--- src/rtl/pipe_hazard_ctrl.sv ---
`default_nettype none
// -----------------------------------------------------------------------------
// pipe_hazard_ctrl : load-use stall, branch flush and EX-operand forwarding
// control with a shadow EX/MEM/WB tag pipeline.            Rev 1.0
// -----------------------------------------------------------------------------
module pipe_hazard_ctrl #(
  parameter int Nbits        = 64,
  parameter int AW           = 5,
  parameter int LOAD_LAT     = 1,
  parameter int BR_FLUSH     = 2,
  parameter bit X0_HARDWIRED = 1'b1
) (
  input  logic             clk,
  input  logic             rst,
  input  logic             id_valid,
  input  logic [AW-1:0]    id_rs1,
  input  logic [AW-1:0]    id_rs2,
  input  logic             id_use_rs1,
  input  logic             id_use_rs2,
  input  logic [AW-1:0]    id_rd,
  input  logic             id_reg_write,
  input  logic             id_mem_read,
  input  logic             br_taken,
  output logic             stall,
  output logic [2:0]       flush,
  output logic [1:0]       fwd_a,
  output logic [1:0]       fwd_b,
  output logic [Nbits-1:0] cyc_cnt,
  output logic [Nbits-1:0] stall_cnt,
  output logic [Nbits-1:0] flush_cnt
);
  localparam logic [1:0]       SCNT_LOAD = 2'(LOAD_LAT - 1);
  localparam logic [Nbits-1:0] CNT_ONE   = Nbits'(1);

  // MEM and WB only keep the fields that later checks actually look at.
  logic          ex_valid, ex_rw, ex_mr, ex_use1, ex_use2;
  logic [AW-1:0] ex_rd, ex_rs1, ex_rs2;
  logic          mem_valid, mem_rw, mem_mr;
  logic [AW-1:0] mem_rd;
  logic          wb_valid, wb_rw;
  logic [AW-1:0] wb_rd;
  logic [1:0]    scnt;
  logic          hazard;

  function automatic logic hit(input logic v, input logic rw, input logic [AW-1:0] rd,
                               input logic [AW-1:0] r, input logic use_bit);
    hit = v & rw & use_bit & (rd == r) & ~(X0_HARDWIRED & (rd == '0));
  endfunction

  assign hazard = id_valid & ex_mr &
                  (hit(ex_valid, ex_rw, ex_rd, id_rs1, id_use_rs1) |
                   hit(ex_valid, ex_rw, ex_rd, id_rs2, id_use_rs2));

  // A taken branch makes the stalled ID instruction wrong-path, so it wins.
  assign stall = ~br_taken & (hazard | (scnt != 2'd0));

  for (genvar i = 0; i < 3; i++) begin : g_flush
    assign flush[i] = (i < BR_FLUSH) ? br_taken : 1'b0;
  end

  // A load sitting in MEM never forwards from MEM; its data only exists at WB.
  always_comb begin
    fwd_a = 2'b00;
    fwd_b = 2'b00;
    if (ex_valid) begin
      if (hit(mem_valid & ~mem_mr, mem_rw, mem_rd, ex_rs1, ex_use1)) fwd_a = 2'b10;
      else if (hit(wb_valid, wb_rw, wb_rd, ex_rs1, ex_use1))       fwd_a = 2'b01;
      if (hit(mem_valid & ~mem_mr, mem_rw, mem_rd, ex_rs2, ex_use2)) fwd_b = 2'b10;
      else if (hit(wb_valid, wb_rw, wb_rd, ex_rs2, ex_use2))       fwd_b = 2'b01;
    end
  end

  always_ff @(posedge clk) begin
    if (rst) begin
      ex_valid  <= 1'b0;
      mem_valid <= 1'b0;
      wb_valid  <= 1'b0;
      scnt      <= 2'd0;
      cyc_cnt   <= '0;
      stall_cnt <= '0;
      flush_cnt <= '0;
    end else begin
      wb_valid  <= mem_valid;
      wb_rw     <= mem_rw;
      wb_rd     <= mem_rd;

      mem_valid <= ex_valid & ~flush[2];
      mem_rw    <= ex_rw;
      mem_mr    <= ex_mr;
      mem_rd    <= ex_rd;

      ex_valid  <= id_valid & ~stall & ~flush[1];
      ex_rw     <= id_reg_write;
      ex_mr     <= id_mem_read;
      ex_rd     <= id_rd;
      ex_rs1    <= id_rs1;
      ex_rs2    <= id_rs2;
      ex_use1   <= id_use_rs1;
      ex_use2   <= id_use_rs2;

      if (br_taken)                    scnt <= 2'd0;
      else if (hazard && scnt == 2'd0) scnt <= SCNT_LOAD;
      else if (scnt != 2'd0)           scnt <= scnt - 2'd1;

      if (cyc_cnt != '1)               cyc_cnt   <= cyc_cnt + CNT_ONE;
      if (stall && stall_cnt != '1)    stall_cnt <= stall_cnt + CNT_ONE;
      if (br_taken && flush_cnt != '1) flush_cnt <= flush_cnt + CNT_ONE;
    end
  end
endmodule
`default_nettype wire
--- config.mk ---
export PLATFORM = sky130hd
export DESIGN_NAME = pipe_hazard_ctrl
export DESIGN_NICKNAME = d
export VERILOG_FILES = /design/src/rtl/pipe_hazard_ctrl.sv
export SDC_FILE = /design/constraint.sdc
export NUM_CORES = 1
export LEC_CHECK = 0
export CAP_MARGIN = 20
export CORE_MARGIN = 2
export CORE_UTILIZATION = 30
export DETAILED_ROUTE_END_ITERATION = 8
export PLACE_DENSITY_LB_ADDON = 0.1
export SETUP_SLACK_MARGIN = 0.5
export SYNTH_ARGS = -nofsm -noshare
export SYNTH_HDL_FRONTEND = slang
export SYNTH_SLANG_ARGS = --single-unit
--- constraint.sdc ---
create_clock -name clk -period 3.9 [get_ports clk]
set_input_delay 0.78 -clock clk [delete_from_list [all_inputs] [get_ports clk]]
set_output_delay 0.78 -clock clk [all_outputs]
set_load 0.005 [all_outputs]
### Word-level counts from Yosys, hierarchy flattened

Index checks and enable logic that the tools add are counted.

* input port bits: 23
* output and inout port bits: 200
* logic and storage cells: 82
* register bits after elaboration: 229

* mux-type cells: 6
* reductions and logical operators: 9
* bitwise operators: 35
* add/sub/neg operators: 4
* equal/unequal tests: 9

Operators with widths (count)
* $add 64x1->64 const B: 3
* $ne 64x64->1 const B: 3
* $eq 5x5->1: 6
* $and 1x1->1: 27
* $logic_not 5->1: 3
* $mux 2: 4
* $not 1->1: 6
* $logic_and 1x1->1: 3
* $reduce_or 3->1: 1
* $logic_not 2->1: 1
* $mux 1: 2
* $or 1x1->1: 2
* $reduce_bool 2->1: 1
* $sub 2x1->2 const B: 1

### Depth between registers and ports, before layout

Gate-level depths: netlist of run 1.

* word-level depth: 11
* gate-level depth with buffers: 10
* gate-level depth less buffers: 7

### Worst setup path after synthesis of run 1

Ideal clock, no wire load.

* kind: register to output
* start: reg ex_rd[1]
* end: out stall
* data required time: 3120 ps
* cell stages (with the launch flop): 8
* data arrival time: 2055 ps
* path buffers: 2
* path slack: 1065 ps
* cell sequence: edfxtp_1 -> or4_1 -> o211ai_1 -> nor2_1 -> a21oi_1 -> clkbuf_1 -> clkbuf_1 -> inv_1

* word-level cells in the longest chain between the ends: 7
* elaborated cells on any way between the ends: 12
* those cells by class: 2 x eq/ne; 9 x bitwise; 1 x reduce/logical

Ends and longest elaborated chain
* from (decl): RTL line 37 `logic [AW-1:0] ex_rd, ex_rs1, ex_rs2;`
* from (signal assigned): RTL line 95 `ex_rd <= id_rd;`
* $eq 5x5->1 / $logic_not 5->1 (equally long branches): RTL line 47 `hit = v & rw & use_bit & (rd == r) & ~(X0_HARDWIRED & (rd == '0));`
* $and 1x1->1 / $not 1->1 (equally long branches): RTL line 47
* $and 1x1->1: RTL line 47
* $or 1x1->1 *: RTL line 51 `(hit(ex_valid, ex_rw, ex_rd, id_rs1, id_use_rs1) |`
* $and 1x1->1 *: RTL line 50 `assign hazard = id_valid & ex_mr &`
* $or 1x1->1 *: RTL line 55 `assign stall = ~br_taken & (hazard | (scnt != 2'd0));`
* $and 1x1->1 *: RTL line 55
* to (decl): RTL line 24 `output logic stall,`

Every way passes the cells marked *; elsewhere a longest branch is shown, timed or not.

### Worst setup path after layout of run 1

* start: reg ex_rs2[1]
* end: out fwd_b[0]

* word-level cells in the longest chain between the ends: 6
* elaborated cells on any way between the ends: 9
* those cells by class: 2 x eq/ne; 3 x mux; 4 x bitwise

Ends and longest elaborated chain
* from (decl): RTL line 37
* from (signal assigned): RTL line 97 `ex_rs2 <= id_rs2;`
* $eq 5x5->1: RTL line 47
* $and 1x1->1 (2 in a row): RTL line 47
* $mux 1: RTL line 69 `else if (hit(wb_valid, wb_rw, wb_rd, ex_rs2, ex_use2)) fwd_b = 2'b01;`
* $mux 2 *: RTL line 68 `if (hit(mem_valid & ~mem_mr, mem_rw, mem_rd, ex_rs2, ex_use2)) fwd_b = 2'b10;`
* $mux 2 *: RTL line 65 `if (ex_valid) begin`
* to (decl): RTL line 27 `output logic [1:0] fwd_b,`

Marked as above.

==> results.toml, run 1 <==
[status]
status = "complete, no violations"

[synth]
synthArstFlopShare_pct = 0
synth.cell_area_mm2 = 0.01179
ys_dominant_reg_cell = "dfxtp_1"
synth_edf_count = 32
syn_nets = 1381
yosys_register_bits = 229
synthTopCellsByArea = "dfxtp_1 33%, edfxtp_1 8.2%, a21oi_1 4.8%, or4_1 4.0%, nand4_1 3.9%"
synth.top_cell.area_share_pct = 33.46
netlist_instances = 1354
synth.avg_cell_area_um2 = 8.704
yosysSeqAreaShare_pct = 41.62
synth_largest_area_cell = "dfxtp_1"
ys_warn_count = 0
yosysUniqueCellTypes = 60

[sta]
setup_viol = 0
skew_ps = 12.24
tightest_slew_ps = 828.9
slew_viol_final = 0
rsz0062_at_grt = "yes"
fin_tns_setup_ps = 0
slew-limit-headroom_pct = 44.74
finalCriticalPeriod_ps = 3338
holdWs_ps = 432.8
setup_ws_ps = 562.2
max_clock_freq_mhz = 299.6
finalHoldViolCount = 0
period_share_pct = 85.58

[place]
io_buffers = 221
place.gp.congestion = 0.8010
place_ws_ps = 161.6
dpl.hpwl_mm = 25.81

[cells_and_area]
fillers = 3955
syn_to_final_growth_pct = 32.00
final_nets = 1590
drive_above_1_share_pct = 9.154
post-route-util_pct = 40.16
num_antenna_cells = 0

[route]
vias = 11332
wirelength_mm = 37.75
drtIter0Drc = 577
drt-vias-per-instance = 5.391
post-route-drc-count = 0
ant_nets = 0
routedWlPerCell_um = 17.96
dr.pass1.iters = 5

[global_routing]
grtUsageMet1_pct = 24.79
antenna_found_initial = 0
grt_pass1_wl_mm = 60.72
grt.total_usage_pct = 18.06
gr-total-overflow = 0
grt_util_met3_pct = 3.176
grt-busiest-layer = "met2"
gr-usage-met2_pct = 29.36
first_global_vias = 10907
grt_max_degree = 102

[worst_hold_path]
min_path_type = "primary input to flop"

[run]
maxCapViolCount = 0

[cts]
clockBufferDepth = 3
cts_tree = "done"
ctsHoldBuffers = 0
clock_latency_ps = 560
htreeDepth = 1
clk_pin_slew_worst_paths_ps = 60
numCtsBuffers = 29
cts.sinks = 229
cts_root_buf = "clkbuf_16"

[worst_setup_path]
cp_data_arrival_time_ps = 2560
endpoint_kind = "output port"
start_kind = "flop"
crit_fanout = 2
cp.required_ps = 3120
critical_path_class = "flop to output port"

[floorplanning]
num_rows = 72
io_pins = 223
die_height_um = 202.2
die_area_mm2 = 0.04088
die_x_um = 202.2
core_mm2 = 0.03874
initial_core_util_pct = 30.42

[power]
power_density_mw_per_mm2 = 337.0
ir_drop_mv = 0.2381
power.leakage_nw = 4.837
[per-layer routing]
layer  routed length (um)  part of all wire, %
met5                    0                    0
met4                  786                  2.1
met3                 1640                  4.3
met2                17470                   46
met1                17850                   47
[synthesized netlist by cell type, types with 3 or more instances]
cell         n
o211ai_1    19
and2_1      19
o21a_1       4
or3_1       54
and3_1      25
buf_4        5
o2111ai_1    8
a31o_2       4
or4_4        5
o31a_1       5
o31ai_1     58
o41ai_1      8
nor2_1     104
a21oi_1    113
xnor2_1     24
mux2_2      21
o21ai_0     53
or2_2       10
ha_1         4
clkbuf_1    64
nor4_1      30
a31oi_1      3
nor4_4       3
nand2_1     84
dfxtp_1    197
nor2b_1     24
inv_1       15
xor2_1      51
and4_1      23
or4_1       63
nor3_1      23
buf_2       12
nand4_1     73
o311ai_0     7
edfxtp_1    32
nand3_1     74
[metrics by stage]
| stage | instance area [um2] | power, mW | cells |
|---|---|---|---|
| after floorplan | 11790 | 2.607 | 1354 |
| after global placement | 14510 | 2.689 | 2034 |
| after detailed placement | 14520 | 2.689 | 2035 |
| after CTS | 15490 | 5.317 | 2096 |
| after global routing | 15560 | 5.445 | 2102 |
| final | 15560 | 5.242 | 2102 |
[state kept, by name, summed over array words and instances, names as in the netlist, 2 cells and up]
name       cells
mem_rd         5
ex_rs1         5
cyc_cnt       64
stall_cnt     64
wb_rd          5
ex_rs2         5
flush_cnt     64
ex_rd          5
scnt           2
[power by group]
part | internal [mW] | leakage, nW | switching [mW]
Combinational | 0.0849 | 2.49 | 0.109
Sequential | 2.43 | 1.90 | 0.0329
Clock | 1.52 | 0.445 | 1.07
Total | 4.03 | 4.84 | 1.21
[final timing paths]
kind | startpoint | to | slack [ps] | cells past startpoint
max | ex_rs2[1] | fwd_b[0] | 560 | 5
min | rst | cyc_cnt[38] | 430 | 2
max reg2reg | stall_cnt[8] | stall_cnt[45] | 670 | 7
min reg2reg | mem_rw | wb_rw | 450 | 0
[cells by family (layout without fill, tap and decap cells)]
group	after synthesis	count (layout)	share of synthesized area, %
mux	22	22	2.092
simple gates	629	629	30.71
compound gates	295	295	15.97
flops	229	229	41.62
buf+inv	99	329	3.578
other cells	1	1	0.03182
xor+xnor	75	75	5.574
fa+ha+maj	4	4	0.4247
[worst max-delay path: stages (launching register included)]
cell	delay, ps
edfxtp_1	440
xor2_1	190
nor4_1	460
nand3_1	140
nor3_1	230
clkdlybuf4s50_1	550
[repair_timing]
action / in CTS / in global routing
buffers inserted: 9 / 6
pin swaps: 1 / 3
resized for setup: 2 / 4
endpoints found under the setup margin: 3 / 3
[placed cells by master, fill, tap and decap left out, drive strengths merged, types with 7 or more instances in the layout]
| master | instances |
|---|---|
| or2 | 10 |
| xor2 | 51 |
| a21oi | 113 |
| nand3 | 74 |
| clkinv | 8 |
| mux2 | 21 |
| nor4 | 35 |
| and4 | 23 |
| or3 | 54 |
| clkbuf | 43 |
| and3 | 25 |
| inv | 15 |
| o2111ai | 8 |
| o31ai | 59 |
| nor2 | 104 |
| nor3 | 24 |
| xnor2 | 24 |
| or4 | 68 |
| nand4 | 76 |
| o211ai | 20 |
| nor2b | 24 |
| and2 | 19 |
| o41ai | 8 |
| nand2 | 84 |
| o21ai | 56 |
| buf | 42 |
| o311ai | 7 |
| edfxtp | 32 |
| dfxtp | 197 |
| clkdlybuf4s50 | 219 |
[final cells by class]
class / instances / area (um2) / area share, %
clock buffer: 43 / 828.3 / 5.325
clock inverter: 9 / 67.56 / 0.4343
inverter: 15 / 56.30 / 0.3619
multi-input combinational: 1026 / 6511 / 41.86
sequential: 229 / 4905 / 31.53
tap: 518 / 648.1 / 4.166
timing repair buffer: 262 / 2540 / 16.33
(Power assumes the default switching activity.)
==> run 2, diff against run 1 <==
--- a/config.mk
+++ b/config.mk
@@ -6,8 +6,10 @@
 export NUM_CORES = 1
 export LEC_CHECK = 0
 export CAP_MARGIN = 20
+export CORE_ASPECT_RATIO = 0.75
 export CORE_MARGIN = 2
 export CORE_UTILIZATION = 30
+export CTS_CLUSTER_SIZE = 10
 export DETAILED_ROUTE_END_ITERATION = 8
 export PLACE_DENSITY_LB_ADDON = 0.1
 export SETUP_SLACK_MARGIN = 0.5
==> constraint.sdc (replaced) <==
create_clock -name clk -period 4 [get_ports clk]
set_input_delay 0.8 -clock clk [delete_from_list [all_inputs] [get_ports clk]]
set_output_delay 0.8 -clock clk [all_outputs]
set_load 0.005 [all_outputs]
==> results.toml, run 2 (same netlist as run 1, synthesis figures left out) <==
[status]
status = "complete, no violations"

[route]
vias = 11350
routedWlPerCell_um = 18.67
drt-vias-per-instance = 5.451
wirelength_mm = 38.87
post-route-drc-count = 0
ant_nets = 0
dr.pass1.iters = 6
drtIter0Drc = 618

[sta]
slew_viol_final = 0
slew-limit-headroom_pct = 36.68
tightest_slew_ps = 949.7
fin_tns_setup_ps = 0
rsz0062_at_grt = "no"
finalHoldViolCount = 0
holdWs_ps = 455.8
setup_ws_ps = 583.2
max_clock_freq_mhz = 292.7
period_share_pct = 85.42
skew_ps = 6.941
setup_viol = 0
finalCriticalPeriod_ps = 3417

[cts]
htreeDepth = 1
cts.sinks = 229
cts_tree = "done"
clockBufferDepth = 3
clock_latency_ps = 550
numCtsBuffers = 28
cts_root_buf = "clkbuf_16"
clk_pin_slew_worst_paths_ps = 60

[floorplanning]
die_area_mm2 = 0.04090
num_rows = 62
initial_core_util_pct = 30.63
io_pins = 223
die_height_um = 175.6
die_x_um = 232.9
core_mm2 = 0.03848

[worst_setup_path]
start_kind = "primary input"
cp_data_arrival_time_ps = 2620
critical_path_class = "primary input to output port"
cp.required_ps = 3200
rr_endpoint = "stall_cnt[31]"
ff2ff_path_depth = 7
r2r_start = "stall_cnt[8]"
endpoint_kind = "output port"
crit_fanout = 3
rrSetupSlack_ps = 870

[place]
io_buffers = 221
place_ws_ps = 389.9
dpl-instance-area_mm2 = 0.01453
place.gp.congestion = 0.7881
dpl.hpwl_mm = 26.92
numPlacedInstances = 2029

[cells_and_area]
syn_to_final_growth_pct = 30.74
final_common_cell = "clkdlybuf4s50_1"
final_cell_mix = "220 x clkdlybuf4s50_1, 197 x dfxtp_1, 112 x a21oi_1"
top_regs = "cyc_cnt: 64 flops, flush_cnt: 64 flops, stall_cnt: 64 flops"
fin_area_mm2 = 0.01541
post-route-util_pct = 40.04
final_nets = 1579
num_antenna_cells = 0
layout.cells.non_filler = 2082
drive_above_1_share_pct = 8.153

[global_routing]
grt_pass1_wl_mm = 60.33
first_global_vias = 10474
grt.total_usage_pct = 18.38
antenna_found_initial = 0
grt_max_degree = 123
gr-total-overflow = 0

[worst_hold_path]
hold_depth = 1
min_path_type = "flop to flop"
hold_end = "wb_valid"
hold_start = "mem_valid"

[power]
power_density_mw_per_mm2 = 321.9
ir_drop_mv = 0.3324
total_power_mw = 4.960
power.leakage_nw = 4.731

[run]
maxCapViolCount = 0
[run 2: power by group]
part	internal, mW	switching, mW	total (mW)
clock network	1.38	1.00	2.38
logic	0.0731	0.103	0.176
registers	2.37	0.0350	2.40
total	3.82	1.14	4.96
[run 2: cell type report]
cell class	count	area, um2
clock buffers	46	819.5
clock inverters	2	10.01
fillers	3933	23070
inverters	15	56.30
multi-input cells	1026	6505
flip-flops and latches	229	4905
well taps	512	640.6
repair buffers	252	2471
[run 2: worst max path at each step]
stage	cells past startpoint	slack [ps]	endpoint	from
after global placement	8	420	stall_cnt[29]	id_rs2[2]
final	7	580	stall	id_rs2[2]
after detailed placement	8	390	stall_cnt[29]	id_rs2[1]
after CTS	6	520	stall	ex_rd[2]
after floorplan	7	1150	stall	ex_rd[1]
after global routing	6	500	stall	ex_rd[1]
[run 2: timing repair]
action	CTS	global route
endpoints found under the setup margin	1	4
pin swaps	2	2
endpoints found under the hold margin	0	0
hold buffers	0	0
resized for setup	1	3
buffers inserted	4	1
gates cloned	0	0
[run 2: critical path: stages]
cell             delay [ps]
clkdlybuf4s50_1         520
xnor2_1                 140
nand4_1                 150
o22ai_2                 340
a21oi_4                 110
inv_1                    70
clkdlybuf4s50_1         490
[run 2: layer usage]
layer | share of wire [%] | vias to the layer above | global-route usage, %
li1 | - | 5556 | -
met1 | 48 | 5493 | 26.39
met2 | 45 | 254 | 28.46
met3 | 5.4 | 47 | 3.588
met4 | 1.8 | 0 | 3.928
met5 | 0 | - | 0
==> run 3, diff against run 2 <==
--- a/config.mk
+++ b/config.mk
@@ -8,10 +8,10 @@
 export CAP_MARGIN = 20
 export CORE_ASPECT_RATIO = 0.75
 export CORE_MARGIN = 2
-export CORE_UTILIZATION = 30
+export CORE_UTILIZATION = 45
 export CTS_CLUSTER_SIZE = 10
 export DETAILED_ROUTE_END_ITERATION = 8
-export PLACE_DENSITY_LB_ADDON = 0.1
+export PLACE_DENSITY = 0.71
 export SETUP_SLACK_MARGIN = 0.5
 export SYNTH_ARGS = -nofsm -noshare
 export SYNTH_HDL_FRONTEND = slang
==> results.toml, run 3 (same netlist as run 1, synthesis figures left out) <==
[sta]
slew_viol_final = 0
holdWs_ps = 467.8
skew_ps = 13.13
slew-limit-headroom_pct = 43.67
rsz0062_at_grt = "no"
tightest_slew_ps = 837.3
max_clock_freq_mhz = 292.0
fin_tns_setup_ps = 0
finalHoldViolCount = 0
finalCriticalPeriod_ps = 3425
setup_ws_ps = 574.9
setup_viol = 0
period_share_pct = 85.63

[worst_setup_path]
critical_path_class = "flop to output port"
cp_data_arrival_time_ps = 2630
start_kind = "flop"
crit_fanout = 4
worst-path-buf-inv = 1
cp.required_ps = 3200
endpoint_kind = "output port"
path_cells = "or4_1, o21ai_0, nor2_1, nor3_1, clkdlybuf4s50_1"
critPathMaxStageDelay_ps = 550
cp_slowest_cell = "clkdlybuf4s50_1"
crit_family = "simple AND/OR/NAND/NOR gates"

[route]
wirelength_mm = 35.06
post-route-drc-count = 0
dr.pass1.iters = 7
vias = 11599
routedWlPerCell_um = 18.43
drt-vias-per-instance = 6.098
drtIter0Drc = 771
ant_nets = 0

[floorplanning]
die_x_um = 190.9
initial_core_util_pct = 45.60
die_height_um = 144.2
io_pins = 223
die_area_mm2 = 0.02751
num_rows = 51
core_mm2 = 0.02584

[cts]
numCtsBuffers = 27
ctsHoldBuffers = 0
clock_latency_ps = 530
cts_root_buf = "clkbuf_16"
cts_tree = "done"
cts.sinks = 229
clk_pin_slew_worst_paths_ps = 60
htreeDepth = 1
clockBufferDepth = 3

[place]
place_ws_ps = 485.6
io_buffers = 221
place.gp.congestion = 0.9165
dpl.hpwl_mm = 24.06

[global_routing]
grt.total_usage_pct = 24.77
first_global_vias = 10622
antenna_found_initial = 1
gr-total-overflow = 0
grt_max_degree = 89
grt_pass1_wl_mm = 55.89

[worst_hold_path]
min_path_type = "flop to flop"

[cells_and_area]
final_common_cell = "clkdlybuf4s50_1"
post-route-util_pct = 58.28
fillers = 2267
drive_above_1_share_pct = 7.579
syn_to_final_growth_pct = 27.79
multiInputGateArea_mm2 = 0.006496
regArea_mm2 = 0.004905
final_cell_mix = "220 x clkdlybuf4s50_1, 197 x dfxtp_1, 112 x a21oi_1"
top_regs = "cyc_cnt: 64 flops, flush_cnt: 64 flops, stall_cnt: 64 flops"
final_nets = 1574

[status]
status = "complete, no violations"

[power]
ir_drop_mv = 0.3155
power_density_mw_per_mm2 = 314.5
power.leakage_nw = 4.662

[run]
maxCapViolCount = 0
[run 3: metrics by stage]
stage / power, mW / cells / instance area (um2)
2_1_floorplan: 2.542 / 1354 / 11790
3_3_place_gp: 2.612 / 1858 / 14280
3_5_place_dp: 2.615 / 1858 / 14280
4_1_cts: 4.777 / 1897 / 15030
5_1_grt: 4.891 / 1902 / 15060
6_report: 4.736 / 1902 / 15060
[run 3: routing by layer]
metal	GRT usage, %	wire (um)	up-vias
li1	-	-	5545
met1	35.99	16070	5566
met2	37.38	15220	433
met3	4.611	3000	55
met4	6.977	766	0
met5	0	0	-
[run 3: power breakdown]
part	internal, mW	total, mW	switching, mW
clock network	1.25	2.16	0.909
registers	2.37	2.40	0.0363
logic	0.0731	0.169	0.0963
[run 3: final cells by class]
type,instances,area share [%]
clock buffers,38,4.893
well taps,344,2.858
diodes,1,0.01662
inverters,15,0.3738
clock inverters,1,0.03323
repair buffers,248,16.13
multi-input cells,1026,43.13
flip-flops and latches,229,32.57
[run 3: timing repair]
action,4_1_cts,5_1_grt
endpoints found under the setup margin,1,3
setup buffers,0,4
resized for setup,1,0
pin swaps,0,1
[run 3: final timing paths]
check	endpoint	startpoint	cells after the start	slack [ps]
min reg2reg	wb_valid	mem_valid	1	470
min	wb_valid	mem_valid	1	470
max reg2reg	flush_cnt[11]	flush_cnt[4]	6	950
max	fwd_a[0]	mem_rd[2]	5	570
[run 3: worst reg2reg max path: cells and delay by family (launching register included)]
kind / cells / cell delay, ps
flops: 1 / 420
compound gates: 1 / 650
mux: 1 / 300
simple gates: 4 / 1550
